[config.mk]
export PLATFORM = sky130hd
export DESIGN_NAME = mem_wb_stage
export DESIGN_NICKNAME = d
export VERILOG_FILES = /design/src/rtl/mem_wb_stage.sv
export SDC_FILE = /design/constraint.sdc
export NUM_CORES = 1
export LEC_CHECK = 0
export CELL_PAD_IN_SITES_DETAIL_PLACEMENT = 1
export CELL_PAD_IN_SITES_GLOBAL_PLACEMENT = 2
export CORE_MARGIN = 8
export CORE_UTILIZATION = 23
export CTS_BUF_LIST = sky130_fd_sc_hd__clkbuf_8
export CTS_CLUSTER_SIZE = 24
export DETAILED_ROUTE_END_ITERATION = 16
export PLACE_DENSITY = 0.82
export SYNTH_ARGS = -nofsm -noshare
export SYNTH_HDL_FRONTEND = slang
export SYNTH_SLANG_ARGS = --single-unit
[constraint.sdc]
create_clock -name clk -period 1.95 [get_ports clk]
set_input_delay 0.2925 -clock clk [delete_from_list [all_inputs] [get_ports clk]]
set_output_delay 0.2925 -clock clk [all_outputs]
set_load 0.01 [all_outputs]
[src/rtl/mem_wb_stage.sv]
// MEM/WB pipeline register with load extraction and write-back selection.
// Optional retire counter enabled by defining MEMWB_RETIRE_CNT_EN.
module mem_wb_stage #(
    parameter int unsigned         XLEN   = 32,
    parameter logic [XLEN-1:0]     RST_PC = '0
) (
    input  logic            clk,
    input  logic            rst,
    input  logic            stall,
    input  logic            flush,
    input  logic            m_valid,
    input  logic [XLEN-1:0] m_pc,
    input  logic [XLEN-1:0] m_alu_res,
    input  logic [XLEN-1:0] m_mem_rdata,
    input  logic [4:0]      m_rd,
    input  logic            m_reg_we,
    input  logic [1:0]      m_wb_sel,
    input  logic [2:0]      m_ld_type,
    output logic            reg_we,
    output logic [4:0]      reg_wa,
    output logic [XLEN-1:0] reg_wd,
    output logic            wb_valid,
`ifdef MEMWB_RETIRE_CNT_EN
    output logic [XLEN-1:0] wb_pc,
    output logic [31:0]     retire_cnt
`else
    output logic [XLEN-1:0] wb_pc
`endif
);

    logic [7:0]      ld_byte;
    logic [15:0]     ld_half;
    logic [XLEN-1:0] ld_val;
    logic [XLEN-1:0] sel_val;

    logic            valid_q, valid_d;
    logic            we_q, we_d;
    logic [4:0]      wa_q, wa_d;
    logic [XLEN-1:0] wd_q, wd_d;
    logic [XLEN-1:0] pc_q, pc_d;

    always_comb begin
        ld_byte = m_mem_rdata[7:0];
        case (m_alu_res[1:0])
            2'd1:    ld_byte = m_mem_rdata[15:8];
            2'd2:    ld_byte = m_mem_rdata[23:16];
            2'd3:    ld_byte = m_mem_rdata[31:24];
            default: ld_byte = m_mem_rdata[7:0];
        endcase
        // Halfword selection ignores off[0]; misaligned halves are not split.
        ld_half = m_alu_res[1] ? m_mem_rdata[31:16] : m_mem_rdata[15:0];

        ld_val = m_mem_rdata;
        case (m_ld_type)
            3'b000:  ld_val = {{(XLEN-8){ld_byte[7]}}, ld_byte};
            3'b100:  ld_val = {{(XLEN-8){1'b0}}, ld_byte};
            3'b001:  ld_val = {{(XLEN-16){ld_half[15]}}, ld_half};
            3'b101:  ld_val = {{(XLEN-16){1'b0}}, ld_half};
            default: ld_val = m_mem_rdata;
        endcase

        sel_val = m_alu_res;
        case (m_wb_sel)
            2'b01:   sel_val = ld_val;
            2'b10:   sel_val = m_pc + XLEN'(4);
            default: sel_val = m_alu_res;
        endcase
    end

    always_comb begin
        valid_d = valid_q;
        we_d    = we_q;
        wa_d    = wa_q;
        wd_d    = wd_q;
        pc_d    = pc_q;
        if (flush) begin
            valid_d = 1'b0;
            we_d    = 1'b0;
            wa_d    = '0;
            wd_d    = '0;
        end else if (!stall) begin
            valid_d = m_valid;
            we_d    = m_valid & m_reg_we & (m_rd != 5'd0);
            wa_d    = m_rd;
            wd_d    = sel_val;
            pc_d    = m_pc;
        end
    end

    always_ff @(posedge clk) begin
        if (rst) begin
            valid_q <= 1'b0;
            we_q    <= 1'b0;
            wa_q    <= '0;
            wd_q    <= '0;
            pc_q    <= RST_PC;
        end else begin
            valid_q <= valid_d;
            we_q    <= we_d;
            wa_q    <= wa_d;
            wd_q    <= wd_d;
            pc_q    <= pc_d;
        end
    end

`ifdef MEMWB_RETIRE_CNT_EN
    logic [31:0] cnt_q, cnt_d;

    // Counts instructions entering WB; stalled and flushed cycles are excluded.
    always_comb begin
        cnt_d = cnt_q;
        if (!flush && !stall && m_valid) begin
            cnt_d = cnt_q + 32'd1;
        end
    end

    always_ff @(posedge clk) begin
        if (rst) begin
            cnt_q <= '0;
        end else begin
            cnt_q <= cnt_d;
        end
    end

    assign retire_cnt = cnt_q;
`endif

    assign reg_we   = we_q;
    assign reg_wa   = wa_q;
    assign reg_wd   = wd_q;
    assign wb_valid = valid_q;
    assign wb_pc    = pc_q;

endmodule

* Word-level counts from Yosys, hierarchy flattened
Index checks and enable logic that the tools add are counted. Widths: inputs -> output; s select.
Operators by class: add/subtract/negate cells 1, eq/ne operators 8, muxes and demuxes 4, bitwise logic cells 4, reduce and logical (&&, ||, !) cells 4
Operators by type and width (count):
- $pmux 32 s4 | 1
- $pmux 32 s2 | 1
- $add 32x3->32 const B | 1
- $pmux 8 s3 | 1
- $mux 16 | 1
- $eq 2x2->1 const B | 3
- $eq 3x3->1 const B | 2
- $reduce_bool 5->1 | 1
- $eq 2x1->1 const B | 2
- $eq 3x1->1 const B | 1
- $logic_not 3->1 | 1
- $and 1x1->1 | 2
- $not 1->1 | 2
- $reduce_and 2->1 | 1
- $reduce_or 2->1 | 1
Word-level totals: register bits 71, bits of input ports 112, output and inout bits 71, word-level logic and storage cells 26

* Depth between registers and ports, before layout
Gate-level depths: netlist of the first run.
word-level depth 4, mapped depth 9, mapped depth without buffers 7

* Worst setup path after synthesis of the first run
Ideal clock, no wire load.
path kind input -> register, start in m_wb_sel[0], end reg wd_q[17] (netlist: reg_wd[17]), setup time 87 ps, arrival time 1736 ps, required time 1863 ps, setup slack 127 ps, stages 7, buffers on the path 0, path through inv_1 -> ha_1 -> clkinv_1 -> or4_2 -> o2111ai_1 -> a21oi_1 -> o31ai_1
Between the ends: longest elaborated chain between the ends 2, elaborated cells on any way between the ends 3, those cells by class 2 x eq/ne; 1 x mux
RTL lines:
- from (decl) | RTL line 17 | input logic [1:0] m_wb_sel,
- $eq 2x2->1 / $eq 2x1->1 (equally long branches) | RTL line 63 | case (m_wb_sel)
- $pmux 32 s2 (*) | RTL line 63
- to (signal assigned) | RTL line 101 | wd_q <= wd_d;
- to (decl) | RTL line 39 | logic [XLEN-1:0] wd_q, wd_d;
Every way passes the cells marked *; elsewhere a longest branch is shown, timed or not. A chain may end at the register's enable or synchronous reset.

* Final worst setup path of the first run
start in m_pc[3], end reg wd_q[12] (netlist: reg_wd[12])
Between the ends: longest elaborated chain between the ends 2
RTL lines:
- from (decl) | RTL line 12 | input logic [XLEN-1:0] m_pc,
- $add 32x3->32 | RTL line 65 | 2'b10: sel_val = m_pc + XLEN'(4);
- $pmux 32 s2 | RTL line 63
No other way between the ends.

==> metrics.md, run 1 <==
| Metric | Value |
|---|---|
| Status | `completed` |
| Setup Viol. Count Final | `0` |
| Fin crit share | `98.5%` |
| GRT Total Usage | `19.9%` |
| WL per Instance | `22.1 um` |
| Final #Nets | `940` |
| CTS tree | `built` |
| Latest clock arrival within the worst-skew pair | `0.37 ns` |
| Setup crit start kind | `input pin` |
| Maximum vdd ir drop | `0.000285 V` |
| Die Y | `152 um` |
| XOR/XNOR Fraction of Synth Area | `3.48%` |
| Cell Pwr Density | `524 nW/um2` |
| Worst r2r src | `reg_wd[30]` |
| Critical path arrival | `2.21 ns` |
| Via count of the first global-routing pass | `6,004` |
| Vias per cell | `5.10` |
| Num Clock Sinks | `71` |
| Mapped Cells | `558` |
| Mux cell area share after synthesis | `6.52%` |
| Layout fillers | `2,195` |
| DR pass1 iterations | `5` |
| Clk_skew | `0 ns` |
| I/O Pins | `183` |
| Total of max-cap violations | `0` |
| Least-Margin Pin Slew | `0.682 ns` |
| Pre-CTS WS | `-0.553 ns` |
| Req. time, crit path | `2.24 ns` |
| Hold Path Depth | `3` |
| Area leader, netlist | `dfxtp_1` |
| Root Buffer | `clkbuf_8` |
| Synth Area in Simple Gates | `22.6%` |
| Congestion Overflow GR | `0` |
| Top post-synthesis cells by area | `dfxtp_1, nand2_1, a21oi_1` |
| Setup slack after layout | `0.0289 ns` |
| Post-synth top flop | `dfxtp_1` |
| Minimum clock period | `1.92 ns` |
| Max-slew violation count | `0` |
| Yosys warnings | `0` |
| H-tree Lvls | `3` |
| # diodes | `0` |
| Adder-cell area share of the yosys netlist | `0.877%` |
| Slew Limit Headroom | `54.5%` |
| EDFF count, synth | `0` |
| Core Util, Final | `40.5%` |
| Leak | `2.90 nW` |
| Port buffer count | `182` |
| Crit Path Category | `input pin to register` |
| Pin count of the biggest net entering global routing | `33` |
| Final hold viol count | `0` |
| First-pass GRT wire length | `36,000 um` |
| Async set or reset register ratio after synthesis | `0%` |
| Die area | `23,200 um2` |
| Maximum clock frequency | `0.521 GHz` |
| Hold Path Class | `input pin to register` |
| CP endpoint kind | `register` |
| Critical Path Source | `m_pc[3]` |
| Final antenna-violating net count | `0` |
| Worst-path clk slew | `0.08 ns` |
| DR iter-0 viols | `268` |
| Cell variety after synth | `59` |
| Remaining DRCs | `0` |
| Post-Syn Nets | `673` |
| Sequential share of the synthesized area | `33.2%` |
| Vias | `5,422` |
| RePlAce Congestion | `0.877` |
| Die Wd | `152 um` |
| Syn Std Cell Area | `4280 um2` |
| Critical hold path startpoint | `stall` |
| TritonCTS buffer count | `9` |
| Reg2reg path depth | `4` |
| Layout cells sized above 1 | `20.4%` |
| Cell row count | `50` |
| Layout overhead on the synthesized area | `74.8%` |
| Share of the synthesized area in the top cell type | `33.2%` |
| Starting density of the core | `23.2%` |
| Syn Area/Cell | `7.67 um2` |
| Post-synthesis register bit count | `71` |
| Antenna violations before repair | `1` |
| Largest family of logic cells by synthesized area | `compound AO/OA/AOI/OAI gates` |
| Hpwl dp | `18,900 um` |
| Compound-Gate Fraction of Synth Area | `27.3%` |
| Max clock buf depth | `2` |
| CORE AREA | `18,500 um2` |
| Final WL | `23,500 um` |
| CP Max Fanout | `6` |
timing repair:
item                                    4_1_cts  5_1_grt
pin swaps                                     3        5
buffers inserted                              6        2
endpoints found under the setup margin        8       21
gates cloned                                  0        0
hold buffers                                  0        0
resized for setup                            16       25
critical path: stages:
cell,delay (ns)
clkdlybuf4s50_1,0.50
ha_2,0.19
nand2_1,0.09
buf_4,0.19
nor4_2,0.26
xor2_1,0.36
a221oi_2,0.11
o31ai_1,0.23
path summary, 6_finish.rpt:
path	end	slack [ns]
worst max-delay path	reg_wd[12]	0.03
worst min register to register	wb_pc[28]	0.46
worst max register to register	reg_wd[30]	0.85
worst min-delay path	reg_wd[18]	0.39
state kept, by name, indices dropped and copies added, names as in the netlist:
name and cells:
reg_wd 32, wb_valid 1, reg_we 1, wb_pc 32
reg_wa 5
layout make-up:
class                   count  area [um2]  area share, %
multi-input cells         422        2750           36.8
repair buffers            298        2750           36.8
flip-flops and latches     71        1420           19.0
well taps                 234         293           3.91
clock buffers              12         165           2.21
inverters                  23        86.3           1.15
clock inverters             3        11.3          0.151
per-layer routing:
layer / track usage (%) / wire length (um) / up-vias
met2: 32.5 / 10800 / 194
met1: 25.7 / 10700 / 2627
li1: - / - / 2576
met5: 0 / 13 / -
met4: 5.81 / 381 / 2
met3: 4.59 / 1550 / 23
cells by family (layout without fill, tap and decap cells):
kind of cell             after synthesis  in the layout
AO/OA/AOI/OAI                        179            179
adder cells (fa/ha/maj)                3              3
buffers and inverters                 65            336
multiplexers                          25             25
flip-flops                            71             71
AND/OR/NAND/NOR                      198            198
XOR/XNOR                              17             17
cell usage after synthesis, drive strengths merged (2+ instances only):
cell type and count:
a221oi 10, nor3 11, and4 5, nand4 3, xor2 8, o221a 2
o31a 3, o21a 2, a21boi 2, nand2 93, o211ai 5, o31ai 6
and3 5, clkinv 2, dfxtp 71, nor4 9, ha 3, a22o 4
nor2b 7, a31oi 6, nand3 23, clkbuf 31, a21oi 67, o2111ai 2
o22ai 6, buf 11, or3 3, a221o 5, mux2 3, xnor2 9
nand2b 6, nor2 22, mux2i 20, or2 4, or4 4, mux4 2
inv 21, o21ai 30, o221ai 21
placed cells by master, fill, tap and decap left out, drive strengths merged, types with 7 or more instances in the layout:
| master | Yosys | routed |
|---|---|---|
| a21oi | 67 | 67 |
| dfxtp | 71 | 71 |
| clkdlybuf4s50 | 0 | 170 |
| nor2b | 7 | 7 |
| mux2i | 20 | 20 |
| clkbuf | 31 | 12 |
| nor3 | 11 | 11 |
| buf | 11 | 117 |
| o21ai | 30 | 30 |
| o221ai | 21 | 21 |
| xor2 | 8 | 8 |
| a221oi | 10 | 10 |
| nand2 | 93 | 93 |
| nor2 | 22 | 22 |
| nand3 | 23 | 23 |
| inv | 21 | 24 |
| nor4 | 9 | 9 |
| xnor2 | 9 | 9 |
power by group:
part	internal, mW	switching [mW]
sequential	1.51	0.0397
clock	0.547	0.592
combinational	0.631	0.597
total	2.69	1.23
per-stage QoR:
step | setup TNS [ns] | total power [mW] | cells | cell area, um2 | hold WS (ns)
after floorplan | 0 | 2.00 | 558 | 4280 | 0.428
after global placement | -10.42 | 2.75 | 1040 | 7080 | 0.444
after detailed placement | -11.50 | 2.77 | 1040 | 7080 | 0.448
after CTS | 0 | 3.93 | 1061 | 7340 | 0.381
after global routing | -0.0432 | 4.12 | 1063 | 7480 | 0.394
final | 0 | 3.92 | 1063 | 7480 | 0.387
(Power assumes the default switching activity.)
==> run 2, diff against run 1 <==
CAP_MARGIN = 20   (was default)
HOLD_SLACK_MARGIN = 0.06   (was default)
PLACE_DENSITY = 0.92   (was 0.82)
==> run 2 against run 1 <==
Register-to-register slack better by 0.04 ns. Wire length down 7.5%. Worst hold slack better by 0.0086 ns. Sequential share of layout area up 0.20 points. Critical path type unchanged.
==> metrics.md, run 2 (synthesized netlist as in run 1, its figures left out) <==
| Metric | Value |
|---|---|
| Max clock buf depth | `2 (unchanged)` |
| Final #Nets | `927 (-1.4%)` |
| Hold Path Depth | `4 (+1)` |
| CORE AREA | `18,500 um2 (unchanged)` |
| Leak | `2.83 nW (-2.6%)` |
| TritonCTS buffer count | `9 (unchanged)` |
| Antenna violations before repair | `1 (unchanged)` |
| Hold Path End | `wb_pc[12]` |
| I/O Pins | `183 (unchanged)` |
| Status | `completed` |
| First-pass GRT wire length | `33,200 um (-7.9%)` |
| Maximum vdd ir drop | `0.000360 V (+26%)` |
| Critical path arrival | `2.17 ns (-0.04 ns)` |
| Reg area | `1420 um2 (unchanged)` |
| Layout cells sized above 1 | `19.5% (-0.92 points)` |
| Reg2reg end | `reg_wd[30]` |
| Die Wd | `152 um (unchanged)` |
| Critical-path top delay cell | `clkdlybuf4s50_1` |
| Pre-CTS WS | `-0.477 ns (+0.0760 ns)` |
| Cell Pwr Density | `582 nW/um2 (+11%)` |
| Slew Limit Headroom | `56.3% (+1.7 points)` |
| Fin crit share | `98.3% (-0.24 points)` |
| CP endpoint kind | `register` |
| Setup TNS | `0 ns (unchanged)` |
| Port buffer count | `182 (unchanged)` |
| Crit Path Category | `input pin to register` |
| Worst-path cell chain | `clkdlybuf4s50_1 > nand3_4 > buf_4 > nor4_1 > xnor2_1 > a221oi_1 > nor2_1` |
| Req. time, crit path | `2.20 ns (-0.04 ns)` |
| Layout fillers | `2,219 (+1.1%)` |
| DR pass1 iterations | `6 (+1)` |
| Setup slack after layout | `0.0335 ns (+0.00464 ns)` |
| RSZ-0062 raised after global routing | `yes` |
| Die area | `23,200 um2 (unchanged)` |
| Final antenna-violating net count | `0 (unchanged)` |
| Via count of the first global-routing pass | `5,718 (-4.8%)` |
| Vias | `5,297 (-2.3%)` |
| H-tree Lvls | `3 (unchanged)` |
| Reg2reg path depth | `4 (unchanged)` |
| Hpwl dp | `17,700 um (-6.7%)` |
| Most frequent cells in the layout | `clkdlybuf4s50_1, buf_4, nand2_1` |
| Vias per cell | `5.04 (-1.3%)` |
| Final hold viol count | `0 (unchanged)` |
| Fin cells | `1,052 (-1.0%)` |
| Layout overhead on the synthesized area | `73.0%` |
| Congestion Overflow GR | `0 (unchanged)` |
| Worst-path clk slew | `0.08 ns (about the same)` |
| Hold_buf cts | `0 (unchanged)` |
| Footprint of the multi-input gates | `2730 um2 (-1.0%)` |
| Hold Slack | `0.396 ns (+0.00860 ns)` |
| Final WL | `21,700 um (-7.5%)` |
| Minimum clock period | `1.92 ns (-0.00464 ns)` |
| Largest delay contributor family on the critical path | `buffers and inverters` |
| RePlAce Congestion | `0.932 (+6.2%)` |
| Setup crit start kind | `input pin` |
| Total of max-cap violations | `0 (unchanged)` |
| Max-slew violation count | `0 (unchanged)` |
| Worst r2r src | `reg_wd[30]` |
| Crit path largest cell delay | `0.53 ns (+0.03 ns)` |
| Least-Margin Pin Slew | `0.656 ns (-0.0262 ns)` |
| Latest clock arrival within the worst-skew pair | `0.37 ns (about the same)` |
| Remaining DRCs | `0 (unchanged)` |
| CP Max Fanout | `10 (+4)` |
| Starting density of the core | `23.2% (unchanged)` |
| Num Clock Sinks | `71 (unchanged)` |
| WL per Instance | `20.6 um (-6.5%)` |
| GRT Total Usage | `18.2% (-1.7 points)` |
| Most common cell after layout, fill and taps aside | `clkdlybuf4s50_1` |
| CTS tree | `built` |
| Clk_skew | `0 ns (unchanged)` |
| Worst path bufs/invs | `2 (unchanged)` |
| Pin count of the biggest net entering global routing | `33 (unchanged)` |
| Maximum clock frequency | `0.522 GHz (+0.24%)` |
| Hold Path Class | `input pin to register` |
| Root Buffer | `clkbuf_8` |
| Cell row count | `50 (unchanged)` |
| Die Y | `152 um (unchanged)` |
| Placed insts | `1,035 (-0.48%)` |
| Critical hold path startpoint | `m_pc[12]` |
| Setup Viol. Count Final | `0 (unchanged)` |
| Flop2flop setup slack | `0.89 ns (+0.04 ns)` |
| DR iter-0 viols | `238 (-11%)` |
==> run 2: cell types whose count changed in the layout (fill, tap and decap cells not counted), moves of 3 or more <==
cell	before	now
dlygate4sd2_1	5	0
clkbuf_8	12	9
buf_12	4	1
clkdlybuf4s50_1	170	177
buf_4	111	102
bufinv_16	0	4
==> run 2: what timing repair did <==
| action | 4_1_cts | 5_1_grt |
|---|---|---|
| endpoints found under the setup margin | 8 | 19 |
| buffers inserted | 0 | 0 |
| endpoints found under the hold margin | 0 | 0 |
| resized for setup | 5 | 24 |
| pin swaps | 0 | 2 |
==> run 2: power breakdown <==
part / total [mW] / internal, mW / switching (mW)
Sequential: 1.55 / 1.51 / 0.0365
Combinational: 1.17 / 0.606 / 0.564
Clock: 1.59 / 0.973 / 0.613
Total: 4.31 / 3.09 / 1.21
==> run 2: stage by stage <==
step | power [mW] | util [%] | area, um2
after floorplan | 2.00 | - | 4280
after global placement | 2.71 | 38.0 | 7010
after detailed placement | 2.72 | 38.0 | 7010
after CTS | 4.33 | 39.5 | 7290
after global routing | 4.47 | 40.1 | 7400
final | 4.31 | 40.1 | 7400
==> run 2: final cells by class <==
cell class	instances	share of cell area, %
Sequential cell	71	19.2
Multi-Input combinational cell	422	36.8
Tap cell	234	3.96
Inverter	23	1.17
Timing Repair Buffer	285	35.3
Clock inverter	7	1.84
Antenna cell	1	0.0338
Clock buffer	9	1.67
==> run 2: layer usage <==
metal  global-route usage, %  wire (um)  part of all wire (%)  up-vias
met5                       0          0                     0        -
met1                    22.8       9860                    45     2556
met3                    4.91       1430                   6.6       21
met2                    29.8      10100                    47      162
li1                        -          -                     -     2558
met4                    5.62        316                   1.5        0
==> run 2: worst max path at each step <==
stage | end | slack [ns] | cells past startpoint | startpoint
after floorplan | reg_wd[17] | 0.13 | 7 | m_wb_sel[0]
after global placement | reg_wd[30] | -0.43 | 6 | m_pc[14]
after detailed placement | reg_wd[13] | -0.48 | 7 | m_pc[4]
after CTS | reg_wd[13] | 0.01 | 7 | m_pc[5]
after global routing | reg_wd[15] | -0.03 | 7 | m_pc[4]
final | reg_wd[15] | 0.03 | 7 | m_pc[4]
==> run 2: tightest hold or removal path, cell delays in order <==
cell and delay [ns]:
dlymetal6s2s_1 0.15, buf_4 0.17, nand2_1 0.05, a21oi_1 0.05
